## config.mk

```make
export PLATFORM = sky130hd
export DESIGN_NAME = sr_ff_driver
export DESIGN_NICKNAME = d
export VERILOG_FILES = /design/src/rtl/sr_ff_driver.sv
export SDC_FILE = /design/constraint.sdc
export NUM_CORES = 1
export LEC_CHECK = 0
export ABC_AREA = 1
export CELL_PAD_IN_SITES_DETAIL_PLACEMENT = 0
export CELL_PAD_IN_SITES_GLOBAL_PLACEMENT = 1
export CORE_MARGIN = 2
export CORE_UTILIZATION = 34
export DETAILED_ROUTE_END_ITERATION = 6
export HOLD_SLACK_MARGIN = 0.08
export PLACE_DENSITY = 0.73
export SYNTH_ARGS = -nofsm -noshare
export SYNTH_HDL_FRONTEND = slang
export SYNTH_SLANG_ARGS = --single-unit
export TNS_END_PERCENT = 50
```

## constraint.sdc

```tcl
create_clock -name clk -period 1.4 [get_ports clk]
set_input_delay 0.28 -clock clk [delete_from_list [all_inputs] [get_ports clk]]
set_output_delay 0.28 -clock clk [all_outputs]
set_load 0.01 [all_outputs]
```

## src/rtl/sr_ff_driver.sv

```systemverilog
// Request driver for an SR flip-flop: one S or R pulse per accepted target bit, then Q is watched for up to TIMEOUT cycles.
// Done is 1 cycle after accept on a no-op and 3 cycles after accept on a drive; req_ready is low from accept until back in IDLE.
module sr_ff_driver #(
    parameter int TIMEOUT = 4,
    parameter int CNT_W   = 8
) (
    input  logic             clk,
    input  logic             rst_n,
    input  logic             req_valid,
    output logic             req_ready,
    input  logic             req_data,
    input  logic             Q_fb,
    output logic             S,
    output logic             R,
    output logic             busy,
    output logic             done,
    output logic             err,
    output logic [CNT_W-1:0] err_cnt
);

    localparam int WCNT_W = (TIMEOUT > 1) ? $clog2(TIMEOUT) : 1;
    localparam logic [WCNT_W-1:0] WCNT_LAST = WCNT_W'(TIMEOUT - 1);

    typedef enum logic [2:0] {
        ST_IDLE,
        ST_DRIVE,
        ST_WAIT,
        ST_DONE,
        ST_ERR
    } state_t;

    state_t            r_state;
    logic              r_tgt;
    logic [WCNT_W-1:0] r_wcnt;

    assign req_ready = (r_state == ST_IDLE);
    assign busy      = ~req_ready;

    always_ff @(posedge clk or negedge rst_n) begin
        if (!rst_n) begin
            r_state <= ST_IDLE;
            r_tgt   <= 1'b0;
            r_wcnt  <= '0;
            S       <= 1'b0;
            R       <= 1'b0;
            done    <= 1'b0;
            err     <= 1'b0;
            err_cnt <= '0;
        end else begin
            case (r_state)
                ST_IDLE: begin
                    if (req_valid) begin
                        r_tgt <= req_data;
                        // Cell already holds the target: skip the pulse entirely.
                        if (Q_fb == req_data) begin
                            r_state <= ST_DONE;
                            done    <= 1'b1;
                        end else begin
                            r_state <= ST_DRIVE;
                            S       <= req_data;
                            R       <= ~req_data;
                        end
                    end
                end
                ST_DRIVE: begin
                    S       <= 1'b0;
                    R       <= 1'b0;
                    r_wcnt  <= '0;
                    r_state <= ST_WAIT;
                end
                ST_WAIT: begin
                    if (Q_fb == r_tgt) begin
                        r_state <= ST_DONE;
                        done    <= 1'b1;
                    end else if (r_wcnt == WCNT_LAST) begin
                        r_state <= ST_ERR;
                        err     <= 1'b1;
                        if (err_cnt != {CNT_W{1'b1}}) begin
                            err_cnt <= err_cnt + CNT_W'(1);
                        end
                    end else begin
                        r_wcnt <= r_wcnt + WCNT_W'(1);
                    end
                end
                ST_DONE: begin
                    done    <= 1'b0;
                    r_state <= ST_IDLE;
                end
                ST_ERR: begin
                    err     <= 1'b0;
                    r_state <= ST_IDLE;
                end
                default: begin
                    S       <= 1'b0;
                    R       <= 1'b0;
                    done    <= 1'b0;
                    err     <= 1'b0;
                    r_state <= ST_IDLE;
                end
            endcase
        end
    end

endmodule

```

# --- After elaboration in Yosys (flattened, before gate mapping) ---
# Cells that the tools add are included.
word_totals:
  reg_bits: 18
  out_inout_bits: 14
  elab_cells: 65
op_classes:
  add_sub_neg: 2
  eq_ne: 16
  n_mux: 21
  bitwise: 6
  n_reduce_logical: 12
ops:
  columns: ["cell", "count"]
  rows:
  - ["2-bit inequality test, second input constant", 6]
  - ["1-bit two-way mux", 9]
  - ["3-bit two-way mux", 3]
  - ["3-bit one-hot mux with 3 select lines", 1]
  - ["3-bit AND reduction", 3]
  - ["8-bit by 1-bit adder with 8-bit output, second input constant", 1]
  - ["8-bit inequality test, second input constant", 1]
  - ["4-bit AND reduction", 2]
  - ["3-bit by 2-bit equality test with 1-bit output, second input constant", 2]
  - ["2-bit two-way mux", 3]
  - ["1-bit inverter", 6]
  - ["1-bit one-hot mux with 2 select lines", 3]
  - ["3-bit OR reduction", 2]
  - ["2-bit one-hot mux with 2 select lines", 1]
  - ["2-bit AND reduction", 2]
  - ["3-bit by 1-bit equality test with 1-bit output, second input constant", 1]
  - ["3-bit equality test, second input constant", 1]
  - ["3-bit zero test", 1]
  - ["3-bit inequality test, second input constant", 1]
  - ["1-bit one-hot mux with 3 select lines", 1]
  - ["2-bit by 1-bit adder with 2-bit output, second input constant", 1]
  - ["1-bit equality test", 2]
  - ["2-bit equality test, second input constant", 1]
  - ["2-bit by 1-bit inequality test with 1-bit output, second input constant", 1]
  - ["other kinds (2)", 2]

# --- Longest topological paths before layout ---
depth:
  depth_word: 4
  ltp_mapped: 8
  mapped_depth_nobuf: 8

# --- Least setup slack after synthesis ---
# No wires, ideal clock.
synth_timing:
  path_type: "reg-to-reg"
  from: "register err_cnt[0]"
  to: "register err_cnt[4]"
  setup_time_ps: 117
  arrival_ps: 1158
  slack_ps: 125
  stages_incl_launch_ff: 8
  path_buffers: 0
  period_less_slack_ps: 1275
  path_cell_list: "dfrtp_1 -> ha_1 -> nand2_2 -> nor2_4 -> nand2_2 -> nand4_4 -> nand2_1 -> nand2_1"
synth_between:
  elab_chain_len: 2
synth_rtl:
  columns: ["item", "line_no", "source"]
  rows:
  - ["from (decl)", "18", "output logic [CNT_W-1:0] err_cnt"]
  - ["from (signal assigned)", "79", "err_cnt <= err_cnt + CNT_W'(1);"]
  - ["branches (longest 2 deep; another with 8-bit by 1-bit adder with 8-bit output)", null, null]
# Several ways; the timed one is not identified.
# A chain may end at the register's enable or synchronous reset.

# --- Worst setup path after layout ---
layout_timing:
  from: "register r_state[1]"
  to: "output busy"
layout_between:
  elab_chain_len: 2
layout_rtl:
  columns: ["item", "line_no", "source"]
  rows:
  - ["from (decl)", "32", "state_t r_state;"]
  - ["from (signal assigned)", "41", "r_state <= ST_IDLE;"]
  - ["from (signal assigned)", "56", "r_state <= ST_DONE;"]
  - ["from (signal assigned)", "59", "r_state <= ST_DRIVE;"]
  - ["3-bit zero test", "36", "assign req_ready = (r_state == ST_IDLE);"]
  - ["1-bit inverter", "37", "assign busy = ~req_ready;"]
  - ["to (decl)", "15", "output logic busy,"]
# Every way passes these cells.

==> out/results.tsv <==
metric	value	unit
hold_viol_final	0	
powerDensity	1415	nW/um^2
grt_pass1_vias	1010	
path_max_fanout	3	
ir_drop	820.3	uV
grt_antenna_before_repair	0	
clockRootBuffer	clkbuf_4	
hpwlAfterDp	1970	um
clkTransAtPathRegs	110	ps
fin_cells	244	
min_path_type	input port to asynchronous set/reset pin	
grtUsageTotal	0.1565	
num_rows	20	
cap_violations	0	
fp.dieW	61.74	um
grt-ovfl-total	0	
fmax	734.9	MHz
p_int	1349	uW
coreArea	3103	um^2
num_antenna_cells	0	
seqPwrFrac	0.315	
crit_type	flop to output pin	
switching_share	0.4139	
io_buffers	18	
synth.cell_area	1134	um^2
cts_hold_buf	0	
die_h	61.74	um
p_clk_frac	0.148	
routed_via_density	4.598	
initial_utilization	0.3653	
drt_iter0_markers	44	
clk_latency	310	ps
placed_cells	229	
vias	1122	
grt_max_degree	19	
clock_sinks	18	
cp.required	1120	ps
drive_gt1_frac	0.2900	
setup_slack	39.28	ps
io_pins	19	
power	2303	uW
clock_path_buffers	2	
whs	282.8	ps
fin_crit_sh	0.9719	
syn_inst	153	
grt_pass1_wl	4319	um
switching_power	953.2	uW
dpl_worst_slack	-138.8	ps
synth_nets	160	
start_kind	flop	
drc	0	
cts_tree	done	
dieArea	3812	um^2
fin_nets	208	
gp_congestion	0.9127	
tightest_slew	245.6	ps
status	completed	
min_period	1361	ps
reg2reg_depth	8	
slew_violations	0	
ctsHtreeMaxLevel	1	
cts-buffers-inserted	3	
wl_per_cell	10.45	um
combPwrFrac	0.537	
final.setup.tns	0	ps
synth_seq_area_share	0.3974	
slew_headroom	0.8363	
rrSetupSlack	50	ps
yosysWarnings	0	
arrival	1080	ps
ys_types	22	
ys_ff_latch	18	
clock-skew-final	4.977	ps
crit_path_end_kind	output pin	
syn_to_final_growth	43.60	%
rsz0062_at_grt	true	
setup_violations	0	
wirelength	2551	um
synth.avg_cell_area	7.409	um^2
first_pass_iters	4	
leakage	0.0009151	uW
postRouteAntennaNets	0	
-- cell usage in the layout, fill, tap and decap left out --
cell type / count
nand2_1: 58
buf_4: 23
dfrtp_1: 17
nor2_1: 15
dlygate4sd2_1: 12
inv_1: 11
nand3_1: 11
nand2_2: 6
nand2_4: 5
clkdlybuf4s50_1: 4
inv_2: 3
xor2_1: 3
a21oi_1: 3
clkbuf_4: 3
buf_6: 3
nor2_4: 2
clkinv_4: 2
nor2_2: 2
nand3_2: 2
nand4_1: 2
o21ai_0: 2
nand3_4: 1
nand4_4: 1
nor2_8: 1
o21bai_1: 1
nand3b_1: 1
o21ai_1: 1
ha_4: 1
ha_1: 1
clkbuf_8: 1
dfrtp_2: 1
buf_2: 1
-- synthesized netlist by cell type --
master,instances,share of area
a21oi_1,3,0.013
clkinv_4,2,0.015
dfrtp_1,18,0.40
ha_1,2,0.022
inv_1,11,0.036
inv_2,3,0.0099
nand2_1,61,0.20
nand2_2,5,0.028
nand2_4,3,0.030
nand3_1,11,0.049
nand3_2,3,0.026
nand3b_1,1,0.0066
nand4_1,2,0.011
nand4_4,1,0.019
nor2_1,16,0.053
nor2_2,2,0.011
nor2_4,1,0.0099
nor2_8,1,0.018
o21ai_0,2,0.0088
o21ai_1,1,0.0044
o21bai_1,1,0.0066
xor2_1,3,0.023
-- per-layer routing --
layer | GRT usage | wire [um] | vias to the layer above
met3 | 0.04762 | 124 | 4
li1 | - | - | 577
met1 | 0.1876 | 1089 | 519
met4 | 0.03647 | 20 | 0
met2 | 0.2752 | 1316 | 22
met5 | 0 | 0 | -
-- critical path: stages, from the launching register on --
cell and delay [ps]:
dfrtp_1 420, nor2_4 140, nand2_4 80, buf_2 140
-- flip-flops by register name, indices dropped and copies added, names as in the netlist --
name / flops
err_cnt: 8
r_state: 3
r_wcnt: 2
R: 1
S: 1
done: 1
err: 1
r_tgt: 1
-- kinds of logic after synthesis --
family,count (synthesis),synth area share
buffers and inverters,16,0.06181
XOR/XNOR,3,0.02318
flip-flops,18,0.3973
AO/OA/AOI/OAI,7,0.03311
AND/OR/NAND/NOR,107,0.4625
adder cells (fa/ha/maj),2,0.02207
-- repair_timing --
action                     in CTS  in global routing
resized for setup              23                 11
pin swaps                       3                  8
setup endpoints to repair      14                 13
buffers inserted                5                  6
-- final timing paths --
kind | endpoint | startpoint
worst max-delay path | busy | r_state[1]
worst min-delay path | err_cnt[4] | rst_n
worst max register to register | err_cnt[4] | err_cnt[1]
worst min register to register | S | S
max in group asynchronous | err_cnt[2] | rst_n
min in group clk | S | S
-- metrics by stage --
| step | instance area [um^2] | util |
|---|---|---|
| after floorplan | 1134 | - |
| after global placement | 1474 | 0.4750 |
| after detailed placement | 1474 | 0.4750 |
| after CTS | 1543 | 0.4972 |
| after global routing | 1628 | 0.5246 |
| final | 1628 | 0.5246 |
-- area by class of cell --
cell class / count / area (um^2)
multi-input cells: 119 / 658.1
inverters: 16 / 70.07
fillers: 331 / 1475
well taps: 44 / 55.05
repair buffers: 43 / 356.6
clock buffers: 4 / 36.28
flip-flops and latches: 18 / 451.7
-- power groups by stage --
stage | sequential [uW] | clock [uW] | combinational (uW)
5_1_grt | 741 | 384 | 1390
6_report | 725 | 341 | 1240
4_1_cts | 724 | 358 | 1190
3_5_place_dp | 737 | 0 | 1220
2_1_floorplan | 775 | 0 | 690
3_3_place_gp | 735 | 0 | 1220
Power figures use the tool's default switching activity.
